==> src/rtl/adc_pipe_pkg.sv <==
// Shared constants and weighting helpers for the pipeline-ADC encoders
// (single-clock aligner and the DDR encoder).
package adc_pipe_pkg;

  localparam logic MODE_RAW = 1'b0;
  localparam logic MODE_AVG = 1'b1;

  // Redundant stages needed for a given output resolution.
  function automatic int num_stages(input int num_bits, input int b,
                                    input int r, input int bl);
    return (num_bits - bl) / (b - r);
  endfunction

  // Left shift applied to stage k's code before summation.
  function automatic int stage_shift(input int k, input int n, input int b,
                                     input int r, input int bl);
    return (n - 1 - k) * (b - r) + bl - r;
  endfunction

endpackage

==> src/rtl/adc_pipe_delay_line.sv <==
// Fixed-depth shift register with async reset; DEPTH=0 degenerates to a wire.
module adc_pipe_delay_line #(
  parameter int WIDTH = 1,
  parameter int DEPTH = 1
) (
  input  logic             clk,
  input  logic             rst,
  input  logic [WIDTH-1:0] d,
  output logic [WIDTH-1:0] q
);

  generate
    if (DEPTH == 0) begin : g_pass
      assign q = d;
    end else begin : g_shift
      logic [WIDTH-1:0] sr [DEPTH];

      // NOTE: every tap is reset so a reset really discards samples in flight;
      // an unreset delay line would leak stale codes after release.
      always_ff @(posedge clk or posedge rst) begin
        if (rst) begin
          for (int i = 0; i < DEPTH; i++) sr[i] <= '0;
        end else begin
          // NOTE: non-blocking assignments make every tap sample the old value
          // of its neighbour, giving a true shift rather than a fall-through.
          sr[0] <= d;
          for (int i = 1; i < DEPTH; i++) sr[i] <= sr[i-1];
        end
      end

      assign q = sr[DEPTH-1];
    end
  endgenerate

endmodule

==> src/rtl/adc_pipe_align_encoder.sv <==
// Aligns skewed per-stage ADC codes, forms the redundancy-weighted clamped sum,
// and optionally block-averages 2^AVG_LOG2 results.
module adc_pipe_align_encoder
  import adc_pipe_pkg::*;
#(
  parameter int NUM_BITS           = 3,
  parameter int NUM_STAGES         = 2,
  parameter int NUM_BITS_PER_STAGE = 2,
  parameter int REDUNDANCY         = 1,
  parameter int BITS_ADC_STAGE     = 1,
  parameter int AVG_LOG2           = 2
) (
  input  logic                                     clk_i,
  input  logic                                     reset_i,
  input  logic                                     mode_i,
  input  logic                                     sample_valid_i,
  input  logic [NUM_STAGES*NUM_BITS_PER_STAGE-1:0] d_stage_i,
  input  logic [BITS_ADC_STAGE-1:0]                d_last_stage_i,
  output logic [NUM_BITS-1:0]                      d_o,
  output logic                                     d_valid_o,
  output logic                                     ovf_o
);

  localparam int B  = NUM_BITS_PER_STAGE;
  localparam int SW = NUM_BITS + 1;
  localparam int AW = NUM_BITS + AVG_LOG2;
  localparam logic [SW-1:0]       MAX_CODE = SW'((1 << NUM_BITS) - 1);
  localparam logic [AVG_LOG2-1:0] CNT_LAST = '1;

  logic [B-1:0] code_al [NUM_STAGES];
  logic         valid_al;

  generate
    for (genvar k = 0; k < NUM_STAGES; k++) begin : g_stage
      adc_pipe_delay_line #(.WIDTH(B), .DEPTH(NUM_STAGES - k)) u_dly (
        .clk (clk_i),
        .rst (reset_i),
        .d   (d_stage_i[k*B +: B]),
        .q   (code_al[k])
      );
    end
  endgenerate

  adc_pipe_delay_line #(.WIDTH(1), .DEPTH(NUM_STAGES)) u_valid_dly (
    .clk (clk_i),
    .rst (reset_i),
    .d   (sample_valid_i),
    .q   (valid_al)
  );

  logic [SW-1:0]       sum;
  logic                ovf_c;
  logic [NUM_BITS-1:0] res;

  always_comb begin
    // NOTE: blocking assignments here build the running sum sequentially
    // within one evaluation, which is exactly what the loop needs.
    sum = SW'(d_last_stage_i);
    for (int k = 0; k < NUM_STAGES; k++) begin
      sum = sum + (SW'(code_al[k]) << stage_shift(k, NUM_STAGES, B,
                                                  REDUNDANCY, BITS_ADC_STAGE));
    end
    ovf_c = (sum > MAX_CODE);
    res   = ovf_c ? '1 : sum[NUM_BITS-1:0];
  end

  logic                mode_q;
  logic [AVG_LOG2-1:0] cnt, cnt_n;
  logic [AW-1:0]       acc, acc_n, acc_sum;
  logic                ovf_acc, ovf_acc_n, ovf_win;
  logic [NUM_BITS-1:0] d_n;
  logic                dv_n, ovf_n;
  logic                mode_chg;

  always_comb begin
    // NOTE: every output of this block gets a default first so no path can
    // leave one unassigned and infer a latch.
    mode_chg  = (mode_i != mode_q);
    cnt_n     = mode_chg ? '0 : cnt;
    acc_n     = mode_chg ? '0 : acc;
    ovf_acc_n = mode_chg ? 1'b0 : ovf_acc;
    acc_sum   = '0;
    ovf_win   = 1'b0;
    d_n       = d_o;
    ovf_n     = ovf_o;
    dv_n      = 1'b0;

    // A result in a mode-change cycle belongs to the new mode's fresh window.
    if (valid_al) begin
      if (mode_i == MODE_RAW) begin
        d_n   = res;
        ovf_n = ovf_c;
        dv_n  = 1'b1;
      end else begin
        acc_sum = acc_n + AW'(res);
        ovf_win = ovf_acc_n | ovf_c;
        if (cnt_n == CNT_LAST) begin
          d_n       = acc_sum[AW-1:AVG_LOG2];
          ovf_n     = ovf_win;
          dv_n      = 1'b1;
          cnt_n     = '0;
          acc_n     = '0;
          ovf_acc_n = 1'b0;
        end else begin
          cnt_n     = cnt_n + 1'b1;
          acc_n     = acc_sum;
          ovf_acc_n = ovf_win;
        end
      end
    end
  end

  always_ff @(posedge clk_i or posedge reset_i) begin
    if (reset_i) begin
      mode_q    <= MODE_RAW;
      cnt       <= '0;
      acc       <= '0;
      ovf_acc   <= 1'b0;
      d_o       <= '0;
      d_valid_o <= 1'b0;
      ovf_o     <= 1'b0;
    end else begin
      mode_q    <= mode_i;
      cnt       <= cnt_n;
      acc       <= acc_n;
      ovf_acc   <= ovf_acc_n;
      d_o       <= d_n;
      d_valid_o <= dv_n;
      ovf_o     <= ovf_n;
    end
  end

endmodule

==> config.mk <==
export PLATFORM = sky130hd
export DESIGN_NAME = adc_pipe_align_encoder
export DESIGN_NICKNAME = d
export VERILOG_FILES = /design/src/rtl/adc_pipe_pkg.sv /design/src/rtl/adc_pipe_delay_line.sv /design/src/rtl/adc_pipe_align_encoder.sv
export SDC_FILE = /design/constraint.sdc
export NUM_CORES = 1
export LEC_CHECK = 0
export ABC_CLOCK_PERIOD_IN_PS = 2200
export CAP_MARGIN = 10
export CORE_MARGIN = 3
export CORE_UTILIZATION = 49
export DETAILED_ROUTE_END_ITERATION = 8
export GPL_TIMING_DRIVEN = 0
export PLACE_DENSITY = 0.74
export SYNTH_ARGS = -nofsm -noshare
export SYNTH_HDL_FRONTEND = slang
export SYNTH_SLANG_ARGS = --single-unit
==> constraint.sdc <==
create_clock -name clk_i -period 2.2 [get_ports clk_i]
set_clock_uncertainty 0.05 [all_clocks]
set_input_delay 0.44 -clock clk_i [delete_from_list [all_inputs] [get_ports clk_i]]
set_output_delay 0.44 -clock clk_i [all_outputs]
set_load 0.02 [all_outputs]
**After elaboration in Yosys (flattened, before gate mapping)**

Cells that the tools add are included.
Widths: inputs -> output; s select.

- Multipliers: 0
- Add/subtract/negate cells: 4
- $lt $le $gt $ge: 1
- Shifts and indexed selects: 0
- Multiplexer cells: 20
- Div/mod/pow operators: 0
- Reductions and logical operators: 1
- Bitwise operators: 1
- Equality and inequality tests: 3

Operators by type and width:

| cell | number |
|---|---|
| $mux 5 | 4 |
| $mux 1 | 9 |
| $mux 3 | 3 |
| $mux 2 | 4 |
| $add 5x3->5 | 1 |
| $add 1x3->4 | 1 |
| $add 4x2->4 | 1 |
| $gt 4x3->1 const B | 1 |
| $add 2x1->2 const B | 1 |
| $eq 2x2->1 const B | 1 |
| $ne 2x1->1 const B | 1 |
| $reduce_and 2->1 | 1 |
| $ne 1x1->1 | 1 |
| $or 1x1->1 | 1 |

- Memories: 0
- Latch bits: 0
- Register bits: 22
- Logic and storage cells: 42
- Bits of input ports: 9
- Bits in read-only memories: 0
- RAM bits: 0

**Depth between registers and ports, before layout**

- Depth in word-level cells: 8
- Gate-level depth with buffers: 11
- Gate-level depth less buffers: 11

**Modules after synthesis**

Synthesis repeated with hierarchy kept, for this count alone.

- Cells, all modules: 114
- Area total of the unflattened synthesis: 1136.1 um^2

Modules (own cells, without submodules):

| module | area an instance (um^2) | times used | seq. area each (um^2) | cells an instance |
|---|---|---|---|---|
| adc_pipe_align_encoder | 909.6 | 1 | 350.3 | 101 |
| adc_pipe_delay_line (g_stage[0].u_dly) | 118.9 | 1 | 100.1 | 7 |
| adc_pipe_delay_line (g_stage[1].u_dly ...) | 53.8 | 2 | 50.0 | 3 |

**Worst setup path before layout**

No wires, ideal clock.

- Path type: in2reg
- From: input port d_last_stage_i
- To: register acc[3]
- Stages on the path: 9
- Data required time: 2.055 ns
- Path slack: -0.222 ns
- Data arrival time: 2.277 ns
- Cell sequence: ha_1 fa_1 a21oi_1 inv_1 ha_1 a21o_1 a21oi_2 a21boi_1 o31ai_1

- Word-level cells in the longest chain between the ends: 8

Ends and longest elaborated chain:

| what | line | RTL |
|---|---|---|
| start, declared | adc_pipe_align_encoder.sv:18 | `input logic [BITS_ADC_STAGE-1:0] d_last_stage_i,` |
| $add 1x3->4 * | adc_pipe_align_encoder.sv:60 | `sum = sum + (SW'(code_al[k]) << stage_shift(k, NUM_STAGES, B,` |
| $add 4x2->4 * | adc_pipe_align_encoder.sv:60 |  |
| $gt 4x3->1 | adc_pipe_align_encoder.sv:63 | `ovf_c = (sum > MAX_CODE);` |
| $mux 3 * | adc_pipe_align_encoder.sv:64 | `res = ovf_c ? '1 : sum[NUM_BITS-1:0];` |
| $add 5x3->5 * | adc_pipe_align_encoder.sv:95 | `acc_sum = acc_n + AW'(res);` |
| $mux 5 * | adc_pipe_align_encoder.sv:97 | `if (cnt_n == CNT_LAST) begin` |
| $mux 5 * | adc_pipe_align_encoder.sv:90 | `if (mode_i == MODE_RAW) begin` |
| $mux 5 * | adc_pipe_align_encoder.sv:89 | `if (valid_al) begin` |
| via acc_n[3] | adc_pipe_align_encoder.sv:69 | `logic [AW-1:0] acc, acc_n, acc_sum;` |
| end signal, assigned | adc_pipe_align_encoder.sv:125 | `acc <= acc_n;` |
| end, declared | adc_pipe_align_encoder.sv:69 |  |

The timed path passes the listed nets; every way through them passes the cells marked *.
A chain may end at the register's enable or synchronous reset.

**Final worst setup path**

- From: register g_stage[0].u_dly.g_shift.sr, in the netlist g_stage[0].u_dly.q[0]
- To: register acc[4]

- Word-level cells in the longest chain between the ends: 8

Ends and longest elaborated chain:

| what | line | RTL |
|---|---|---|
| start, declared | adc_pipe_delay_line.sv:16 | `logic [WIDTH-1:0] sr [DEPTH];` |
| $add 1x3->4 * | adc_pipe_align_encoder.sv:60 |  |
| $add 4x2->4 * | adc_pipe_align_encoder.sv:60 |  |
| $gt 4x3->1 | adc_pipe_align_encoder.sv:63 |  |
| $mux 3 * | adc_pipe_align_encoder.sv:64 |  |
| $add 5x3->5 * | adc_pipe_align_encoder.sv:95 |  |
| $mux 5 * | adc_pipe_align_encoder.sv:97 |  |
| $mux 5 * | adc_pipe_align_encoder.sv:90 |  |
| $mux 5 * | adc_pipe_align_encoder.sv:89 |  |
| via acc_n[4] | adc_pipe_align_encoder.sv:69 |  |

Marks and branches as above.

==> results_dict.tcl <==
set metrics [dict create \
    yosys.area.top_type_share 0.462 \
    clock-root-buffer "clkbuf_4" \
    grt.total_usage 0.184 \
    cp-end-kind "flip-flop" \
    grt_pass1_vias 974 \
    tritoncts "done" \
    ioPinCount 14 \
    clk_pin_slew_ns 0.12 \
    synth_cell_types 37 \
    ant_nets 0 \
    initialDrtViolationCount 16 \
    portBuffers 13 \
    syn_inst 114 \
    initial_core_util 0.528 \
    cp.arrival_ns 2.56 \
    power_mw 1.00 \
    nets 160 \
    remaining_drc_errors 0 \
    antenna_found_initial 0 \
    yosysTopAreaCell "dfrtp_1" \
    viasPerCell 5.48 \
    die_y_um 55.3 \
    r2r_slack_ns -0.18 \
    rsz0062_at_grt "true" \
    hold_path.class "in2reg" \
    dominantRegCellSynth "dfrtp_1" \
    slew_headroom 0.441 \
    core_mm2 0.00225 \
    peakVddDrop_uv 563 \
    layout.area.seq_um2 551 \
    multi_input_comb_area_um2 676 \
    synth_area_mm2 0.00119 \
    intPower_mw 0.707 \
    async_reset_ff_frac 1.00 \
    cp.required_ns 2.38 \
    post_cts_hold_buffer_count 0 \
    fmax_mhz 420 \
    ys.warnings.count 0 \
    synth_most_common_cell "dfrtp_1" \
    cp-start-kind "flip-flop" \
    gp_congestion 0.805 \
    p_seq_frac 0.466 \
    cellPowerDensity_mw_per_mm2 633 \
    cts_buffers 3 \
    post-route-util 0.703 \
    dr.pass1.iters 4 \
    switching_share 0.296 \
    synth_seq_cells 22 \
    syn_avg_cell_area_um2 10.4 \
    synthTopCellsByCount "dfrtp_1 (22), nand2_1 (14), inv_1 (7), o21ai_0 (7), ha_1 (6)" \
    cts-htree-levels 1 \
    layout_min_cycle_time_ns 2.38 \
    clock_path_buffers 2 \
    overflow 0 \
    clkSinkCount 22 \
    crit_fanout 2 \
    dieWidth_um 55.3 \
    wl_per_cell_um 15.0 \
    maxSlewViolCount 0 \
    violations "setup timing" \
    ys_seq_area_frac 0.462 \
    synth_edf_count 0 \
    p_sw_mw 0.297 \
    synth_area_leaders "dfrtp_1 (46%), ha_1 (6.3%), nand2_1 (4.4%)" \
    layout-drive-gt1-share 0.296 \
    outcome "finished with violations" \
    finalWirelength_um 2550 \
    grt_max_degree 23 \
    std_cell_rows 17 \
    hold_viol_final 0 \
    p_leak_nw 0.728 \
    n_fill_cell 172 \
    period_share 1.08 \
    setup_ws_ns -0.181 \
    maxCapViolations 0 \
    p_clk_frac 0.229 \
    n_antenna_cell 0 \
    syn-num-nets 131 \
    setup_viol 7 \
    vias 932 \
    worstMarginPinSlew_ns 0.837 \
    syn_to_final_growth_pct 33.0 \
    clk_latency_ns 0.32 \
    die_area_mm2 0.00306 \
    worstSetupPathType "reg2reg" \
    grt_pass1_wl_um 4380 \
    post-dp-hpwl_um 1770 \
    combinationalPowerShare 0.305 \
]
[repair_timing]
action / CTS / global route
setup buffers: 6 / 5
endpoints found under the hold margin: 0 / 0
setup endpoints to repair: 7 / 7
resized for setup: 7 / 7
pin swaps: 16 / 10
[layout by cell type (no fill, tap or decap), drive strengths merged]
cell type / netlist / final
xnor2: 3 / 3
a21oi: 6 / 6
o21a: 1 / 1
buf: 4 / 15
ha: 6 / 6
a22oi: 4 / 4
mux2i: 3 / 3
fa: 2 / 2
dlymetal6s2s: 0 / 1
clkdlybuf4s50: 0 / 11
o22ai: 1 / 1
a2bb2oi: 2 / 2
o31ai: 3 / 3
a31oi: 1 / 1
o21ba: 1 / 1
o21ai: 10 / 10
and2b: 1 / 1
and2: 4 / 4
mux2: 1 / 1
a21boi: 1 / 1
a21o: 2 / 2
nor2b: 4 / 4
nand2b: 1 / 1
dfrtp: 22 / 22
nor2: 4 / 4
nand2: 14 / 14
inv: 9 / 9
clkbuf: 0 / 4
and3: 1 / 1
xor2: 1 / 1
dlygate4sd2: 0 / 1
nand3: 2 / 2
[sequential cells by signal, summed over array words and instances, names as in the netlist]
name / cells
d_valid_o: 1
acc: 5
g_stage.u_dly.q: 4
g_stage.u_dly.g_shift.sr: 2
ovf_o: 1
d_o: 3
u_valid_dly.g_shift.sr: 1
u_valid_dly.q: 1
ovf_acc: 1
mode_q: 1
cnt: 2
[path summary, 6_finish.rpt]
path | startpoint | endpoint | depth (start not counted)
min in group asynchronous | reset_i | g_stage[0].u_dly.g_shift.sr[3] | 2
max in group asynchronous | reset_i | acc[4] | 2
setup / recovery | g_stage[0].u_dly.q[0] | acc[4] | 9
hold reg to reg | u_valid_dly.g_shift.sr[1] | u_valid_dly.q | 0
setup reg to reg | g_stage[0].u_dly.q[0] | acc[4] | 9
hold / removal | mode_i | mode_q | 1
[routing by layer]
metal | global-route usage | up-vias | share of wire
li1 | - | 448 | -
met1 | 0.239 | 464 | 0.43
met2 | 0.287 | 15 | 0.52
met3 | 0.0304 | 5 | 0.025
met4 | 0.108 | 0 | 0.022
met5 | 0 | - | 0
[per-stage QoR]
step | area [µm²] | TNS, ns | worst slack, ns | std cells | hold WS, ns
floorplan | 1240 | -0.208 | -0.0631 | 114 | 0.281
global placement | 1410 | -4.56 | -0.675 | 155 | 0.282
detailed placement | 1410 | -4.97 | -0.693 | 155 | 0.292
CTS | 1520 | -0.831 | -0.183 | 165 | 0.320
global route | 1580 | -1.44 | -0.314 | 170 | 0.224
finish | 1580 | -0.643 | -0.181 | 170 | 0.222
[cells by family after synthesis]
family,share of synthesized area
AOI/OAI and AO/OA,0.190
and+or+nand+nor,0.126
DFF,0.462
buffers and inverters,0.0578
adders and majority gates,0.0966
xor gates and xnor gates,0.0294
muxes,0.0378
[final cells by class]
type / instances / share of cell area
buffer: 4 / 0.0221
clock buffer: 4 / 0.0229
timing repair buffer: 24 / 0.137
sequential: 22 / 0.348
inverter: 9 / 0.0213
multi-input combinational: 79 / 0.427
tap: 28 / 0.0221
[critical path, cell delays in order (launching register included)]
cell and delay [ns]:
dfrtp_1 0.43, buf_6 0.13, fa_1 0.54, a21oi_2 0.04
buf_4 0.15, fa_2 0.37, nor2b_2 0.13, o21ai_2 0.08
mux2i_1 0.12, o31ai_1 0.25
[power by group through the flow]
stage	Combinational (mW)	Sequential, mW	Clock (mW)
6_report	0.306	0.467	0.230
2_1_floorplan	0.156	0.488	0
3_3_place_gp	0.247	0.472	0
4_1_cts	0.285	0.467	0.234
3_5_place_dp	0.255	0.475	0
5_1_grt	0.336	0.474	0.248
Note: power is estimated with default switching activity, not from simulation.
